[src/rtl/gray_frame_ctrl_pkg.sv]
// Shared definitions for the grayscale frame capture controller:
// FSM state encodings, RGB444 pixel type, gray weights and small helpers.
package gray_frame_ctrl_pkg;

   localparam logic [1:0] ST_IDLE    = 2'd0;
   localparam logic [1:0] ST_ARMED   = 2'd1;
   localparam logic [1:0] ST_CAPTURE = 2'd2;
   localparam logic [1:0] ST_HOLD    = 2'd3;

   // Weights sum to 16, so a full-scale RGB444 pixel maps to 240 and never overflows 8 bits.
   localparam logic [3:0] W_R = 4'd5;
   localparam logic [3:0] W_G = 4'd9;
   localparam logic [3:0] W_B = 4'd2;

   typedef struct packed {
      logic [3:0] r;
      logic [3:0] g;
      logic [3:0] b;
   } rgb444_t;

   function automatic logic [7:0] gray_of(input rgb444_t p);
      logic [7:0] pr, pg, pb;
      pr = {4'd0, p.r} * {4'd0, W_R};
      pg = {4'd0, p.g} * {4'd0, W_G};
      pb = {4'd0, p.b} * {4'd0, W_B};
      return pr + pg + pb;
   endfunction

   function automatic logic [7:0] sat_inc(input logic [7:0] v);
      return (v == 8'hFF) ? v : v + 8'd1;
   endfunction

endpackage

[src/rtl/rgb444_gray_stage.sv]
// Registered RGB444 -> 8-bit grayscale converter; valid passes through with
// the same one-cycle latency as the data.
module rgb444_gray_stage
   import gray_frame_ctrl_pkg::*;
(
   input  logic       clk,
   input  logic       reset,
   input  logic       valid_i,
   input  rgb444_t    pix_i,
   output logic       valid_o,
   output logic [7:0] gray_o
);

   logic       valid_d, valid_q;
   logic [7:0] gray_d, gray_q;

   always_comb begin
      // NOTE: defaults first on every path keep always_comb free of inferred latches.
      valid_d = valid_i;
      gray_d  = gray_q;
      if (valid_i) gray_d = gray_of(pix_i);
   end

   always_ff @(posedge clk) begin
      // NOTE: state flops use nonblocking updates so all registers sample together.
      if (reset) begin
         valid_q <= 1'b0;
         gray_q  <= '0;
      end else begin
         valid_q <= valid_d;
         gray_q  <= gray_d;
      end
   end

   assign valid_o = valid_q;
   assign gray_o  = gray_q;

endmodule

[src/rtl/gray_frame_ctrl.sv]
// Camera frame capture into a grayscale frame buffer with publish/ack handshake.
// Define GRAY_FRAME_PINGPONG_EN for double-buffered banks; default is single bank + HOLD.
module gray_frame_ctrl
   import gray_frame_ctrl_pkg::*;
#(
   parameter int H_RES  = 320,
   parameter int V_RES  = 240,
   parameter int ADDR_W = 17
) (
   input  logic              clk,
   input  logic              reset,
   input  logic              enable,
   input  logic              frame_start,
   input  logic              pix_valid,
   input  logic [3:0]        pix_r,
   input  logic [3:0]        pix_g,
   input  logic [3:0]        pix_b,
   output logic              wr_en,
   output logic [ADDR_W-1:0] wr_addr,
   output logic [7:0]        wr_data,
   output logic              wr_bank,
   output logic              frame_ready,
   output logic              rd_bank,
   input  logic              frame_ack,
   output logic              frame_err,
   output logic [7:0]        drop_cnt
);

   localparam int              NPIX     = H_RES * V_RES;
   localparam logic [ADDR_W:0] LAST_CNT = NPIX[ADDR_W:0];
   localparam logic [ADDR_W:0] CNT_ONE  = {{ADDR_W{1'b0}}, 1'b1};

   logic [1:0]        state_d, state_q;
   logic [ADDR_W:0]   cnt_d, cnt_q, cnt_base;
   logic [ADDR_W-1:0] wr_addr_d, wr_addr_q;
   logic              wr_bank_d, wr_bank_q;
   logic              rd_bank_d, rd_bank_q;
   logic              frame_ready_d, frame_ready_q;
   logic              frame_err_d, frame_err_q;
   logic [7:0]        drop_d, drop_q;
   logic              pix_acc;
   rgb444_t           pix;

   assign pix = '{r: pix_r, g: pix_g, b: pix_b};

   always_comb begin
      state_d       = state_q;
      cnt_d         = cnt_q;
      cnt_base      = cnt_q;
      wr_addr_d     = wr_addr_q;
      wr_bank_d     = wr_bank_q;
      rd_bank_d     = rd_bank_q;
      frame_ready_d = frame_ready_q;
      frame_err_d   = 1'b0;
      drop_d        = drop_q;
      pix_acc       = 1'b0;

      // An ack is consumed before any same-cycle publish decision.
      if (frame_ack && frame_ready_q) frame_ready_d = 1'b0;

      case (state_q)
         ST_IDLE: if (enable) state_d = ST_ARMED;
         ST_ARMED: begin
            if (frame_start) begin
               state_d = ST_CAPTURE;
               cnt_d   = '0;
            end
         end
         ST_CAPTURE: begin
            if (cnt_q == LAST_CNT) begin
`ifdef GRAY_FRAME_PINGPONG_EN
               state_d = ST_ARMED;
               if (!frame_ready_d) begin
                  frame_ready_d = 1'b1;
                  rd_bank_d     = wr_bank_q;
                  wr_bank_d     = ~wr_bank_q;
               end else begin
                  drop_d = sat_inc(drop_q);
               end
`else
               state_d       = ST_HOLD;
               frame_ready_d = 1'b1;
`endif
            end else begin
               // A premature frame_start restarts the frame in place, same bank.
               if (frame_start) begin
                  frame_err_d = 1'b1;
                  cnt_base    = '0;
               end
               cnt_d = cnt_base;
               if (pix_valid) begin
                  pix_acc   = 1'b1;
                  wr_addr_d = ADDR_W'(cnt_base);
                  cnt_d     = cnt_base + CNT_ONE;
               end
            end
         end
         ST_HOLD: begin
            if (frame_start) drop_d = sat_inc(drop_q);
            if (frame_ack) state_d = ST_ARMED;
         end
         default: state_d = ST_IDLE;
      endcase
   end

   always_ff @(posedge clk) begin
      if (reset) begin
         state_q       <= ST_IDLE;
         cnt_q         <= '0;
         wr_addr_q     <= '0;
         wr_bank_q     <= 1'b0;
         rd_bank_q     <= 1'b0;
         frame_ready_q <= 1'b0;
         frame_err_q   <= 1'b0;
         drop_q        <= '0;
      end else begin
         state_q       <= state_d;
         cnt_q         <= cnt_d;
         wr_addr_q     <= wr_addr_d;
         wr_bank_q     <= wr_bank_d;
         rd_bank_q     <= rd_bank_d;
         frame_ready_q <= frame_ready_d;
         frame_err_q   <= frame_err_d;
         drop_q        <= drop_d;
      end
   end

   rgb444_gray_stage u_gray (
      .clk     (clk),
      .reset   (reset),
      .valid_i (pix_acc),
      .pix_i   (pix),
      .valid_o (wr_en),
      .gray_o  (wr_data)
   );

   assign wr_addr     = wr_addr_q;
   assign wr_bank     = wr_bank_q;
   assign rd_bank     = rd_bank_q;
   assign frame_ready = frame_ready_q;
   assign frame_err   = frame_err_q;
   assign drop_cnt    = drop_q;

endmodule

[config.mk]
export PLATFORM = sky130hd
export DESIGN_NAME = gray_frame_ctrl
export DESIGN_NICKNAME = d
export VERILOG_FILES = /design/src/rtl/gray_frame_ctrl_pkg.sv /design/src/rtl/rgb444_gray_stage.sv /design/src/rtl/gray_frame_ctrl.sv
export SDC_FILE = /design/constraint.sdc
export NUM_CORES = 1
export LEC_CHECK = 0
export BUFFER_PORTS_ARGS = -buffer_cell sky130_fd_sc_hd__buf_2
export CAP_MARGIN = 15
export CORE_MARGIN = 5
export CORE_UTILIZATION = 60
export DETAILED_ROUTE_END_ITERATION = 10
export GPL_TIMING_DRIVEN = 0
export HOLD_SLACK_MARGIN = 0.08
export PLACE_DENSITY = 0.85
export SETUP_SLACK_MARGIN = 0.05
export SYNTH_ARGS = -nofsm -noshare
export SYNTH_HDL_FRONTEND = slang
export SYNTH_SLANG_ARGS = --single-unit
[constraint.sdc]
create_clock -name clk -period 5.6 [get_ports clk]
set_input_delay 1.12 -clock clk [delete_from_list [all_inputs] [get_ports clk]]
set_output_delay 1.12 -clock clk [all_outputs]
set_load 0.005 [all_outputs]
==> reports/results.ini <==
[placed_design]
gp_congestion=0.914
dp_hpwl_um=5960
io_buffers=52

[die]
ios=56
start_util_pct=62.2
dieHeight_um=83.0
die_w_um=83.0
dieArea_um2=6890
rows=26
coreArea_um2=5140

[timing]
setup_viol=0
hold_viol_final=0
layout_min_cycle_time_ns=3.91
drv_slew=0
slew_headroom_pct=54.1
tightest_slew_ns=0.687
fmax_mhz=255
setup_tns_ns=0
finalClockSkew_ns=0.0135
period_share_pct=69.9
grt_setup_unrepaired=no

[clock_network]
cts_tree=yes
cts_hold_buf=0
clk_pin_slew_ns=0.10
clkLatencyLatePin_ns=0.33
cts_setup_buffers=0
htree_levels=2
cts_resized=0
cts_made_buffers=5
clk_path_buf_depth=2
clkSinkCount=56
cts_root_buf=clkbuf_8

[yosys]
synth_seq_area_share_pct=35.0
ys_top_cells_by_count=56 x dfxtp_1, 40 x a21oi_1, 39 x nand2_1, 36 x inv_1, 26 x ha_1
syn_inst=371
async_reset_ff_share_pct=0
ys.flop_type=dfxtp_1
synth_cell_types=57
synth-seq-cells=56
synth_area_leaders=dfxtp_1 35%, ha_1 10%, a21oi_1 6.3%, fa_1 5.0%, nand2_1 4.6%
syn_area_per_cell_um2=8.62
yosysWarnings=0
synth_edf_count=0
yosysTopAreaCellShare_pct=35.0
yosysTopAreaCell=dfxtp_1
syn_area_um2=3200
yosysMostFrequentCell=dfxtp_1

[worst_setup_path]
crit_end=u_gray.gray_o[7]$_SDFFE_PP0P_
crit_start=pix_g[2]
setup.worst_path.class=in -> reg
crit_top_cell=inv_1
end_kind=register
reg2reg_from=state_q[0]$_SDFFE_PP0P_
cp_data_required_time_ns=5.83
reg2regPathDepth=8
reg2reg_slack_ns=3.41
crit_path_top_delay_cell=fa_1
reg2reg_to=u_gray.gray_o[5]$_SDFFE_PP0P_
crit_chain=buf_2 > ha_1 > inv_1 > fa_1 > inv_1 > ha_1 > inv_1 > fa_1 > inv_1 > ha_1 > a21o_1 > a311o_1 > a21oi_1 > xnor2_1 > a21o_1
crit_fanout=2
cp_slowest_stage_delay_ns=0.58
startpoint_type=primary input
arrival_ns=4.14

[global_routing]
grt_pass1_wl_um=13200
globalRouteOverflowTotal=0
grt.total_usage_pct=23.1
antenna_found_initial=0
grt_max_degree=19
grt_pass1_vias=2825

[routing]
vias=2893
drc=0
drt_iter0_drc=167
routed_wl_um=7710
via_per_inst=5.76
ant_nets=0
firstDrtPassIters=5
avgRoutedWirePerCell_um=15.4

[finish]
final_util_pct=71.3
drive_gt1_share_pct=19.7
area_delta_synth_final_pct=14.6
finalNetCount=483
antenna_cells=0

[power]
power_density_nw_per_um2=274
ir_drop_mv=0.157
p_leak_nw=1.56

[min_path]
hold_path_class=reg -> reg

[status]
outcome=finished, final reports clean

[job]
cap_violations=0

registers in the layout, indices dropped and copies added, names as in the netlist:
register,flops
u_gray.gray_o,8
cnt_q,18
frame_ready,1
drop_cnt,8
u_gray.valid_o,1
state_q,2
frame_err,1
wr_addr,17
cell usage in the layout, fill, tap and decap left out, drive strengths merged, types with 9 or more instances in the layout:
master	Yosys	final
buf	8	60
a21oi	41	41
dfxtp	56	56
nor2	21	21
ha	26	26
nor3	11	11
nand3	23	23
o21ai	9	9
nand2	39	39
clkbuf	12	17
inv	36	36
layout make-up:
type	instances	area, um^2
inverters	36	135
clock buffers	5	68.8
flip-flops and latches	56	1120
multi-input cells	260	1850
clock inverters	3	47.5
fillers	420	1470
well taps	70	87.6
repair buffers	52	260
plain buffers	20	96.3
worst min-delay path by stage:
stage                     cells after the start                       endpoint                     startpoint
final                                         2  u_gray.gray_o[4]$_SDFFE_PP0P_  u_gray.gray_o[4]$_SDFFE_PP0P_
after CTS                                     2  u_gray.gray_o[4]$_SDFFE_PP0P_  u_gray.gray_o[4]$_SDFFE_PP0P_
after global routing                          2       wr_addr[15]$_SDFFE_PP0P_       wr_addr[15]$_SDFFE_PP0P_
after floorplan                               2  u_gray.gray_o[4]$_SDFFE_PP0P_  u_gray.gray_o[4]$_SDFFE_PP0P_
after detailed placement                      2  u_gray.gray_o[4]$_SDFFE_PP0P_  u_gray.gray_o[4]$_SDFFE_PP0P_
after global placement                        2       wr_addr[12]$_SDFFE_PP0P_       wr_addr[12]$_SDFFE_PP0P_
stage by stage:
| step | std cells | power [W] | setup WS, ns | instance area [um^2] | hold WS, ns |
|---|---|---|---|---|---|
| 2_1_floorplan | 372 | 0.000659 | 1.61 | 3200 | 0.448 |
| 3_3_place_gp | 494 | 0.000720 | 1.41 | 3550 | 0.436 |
| 3_5_place_dp | 494 | 0.000736 | 1.33 | 3550 | 0.441 |
| 4_1_cts | 502 | 0.00100 | 1.66 | 3670 | 0.455 |
| 5_1_grt | 502 | 0.00106 | 1.48 | 3670 | 0.480 |
| 6_report | 502 | 0.00100 | 1.69 | 3670 | 0.452 |
report_power, final:
| group | internal, W | total (W) | switching, W |
|---|---|---|---|
| clock network | 0.000135 | 0.000275 | 0.000140 |
| logic | 0.000122 | 0.000297 | 0.000175 |
| registers | 0.000416 | 0.000432 | 0.0000160 |
| total | 0.000673 | 0.00100 | 0.000330 |
kinds of logic (layout without fill, tap and decap cells):
| group | Yosys count | in the layout | share of synthesized area, % |
|---|---|---|---|
| AOI/OAI and AO/OA | 81 | 81 | 17.4 |
| xor gates and xnor gates | 11 | 11 | 3.01 |
| adders and majority gates | 34 | 34 | 15.2 |
| buffers and inverters | 56 | 116 | 7.23 |
| DFF | 56 | 56 | 35.0 |
| muxes | 2 | 2 | 0.626 |
| other | 1 | 2 | 0.117 |
| and+or+nand+nor | 130 | 130 | 21.4 |
metal layers:
| metal | vias to the layer above | part of all wire (%) | global-route usage (%) |
|---|---|---|---|
| li1 | 1410 | - | - |
| met1 | 1378 | 43 | 28.8 |
| met2 | 93 | 50 | 39.2 |
| met3 | 12 | 5.8 | 4.75 |
| met4 | 0 | 1.7 | 8.47 |
| met5 | - | 0 | 0 |
worst max-delay path, delay by kind of cell:
kind | cells | cell delay [ns]
xor+xnor | 1 | 0.08
fa+ha+maj | 5 | 1.73
compound gates | 4 | 0.89
buf+inv | 5 | 0.30
(Power assumes the default switching activity.)
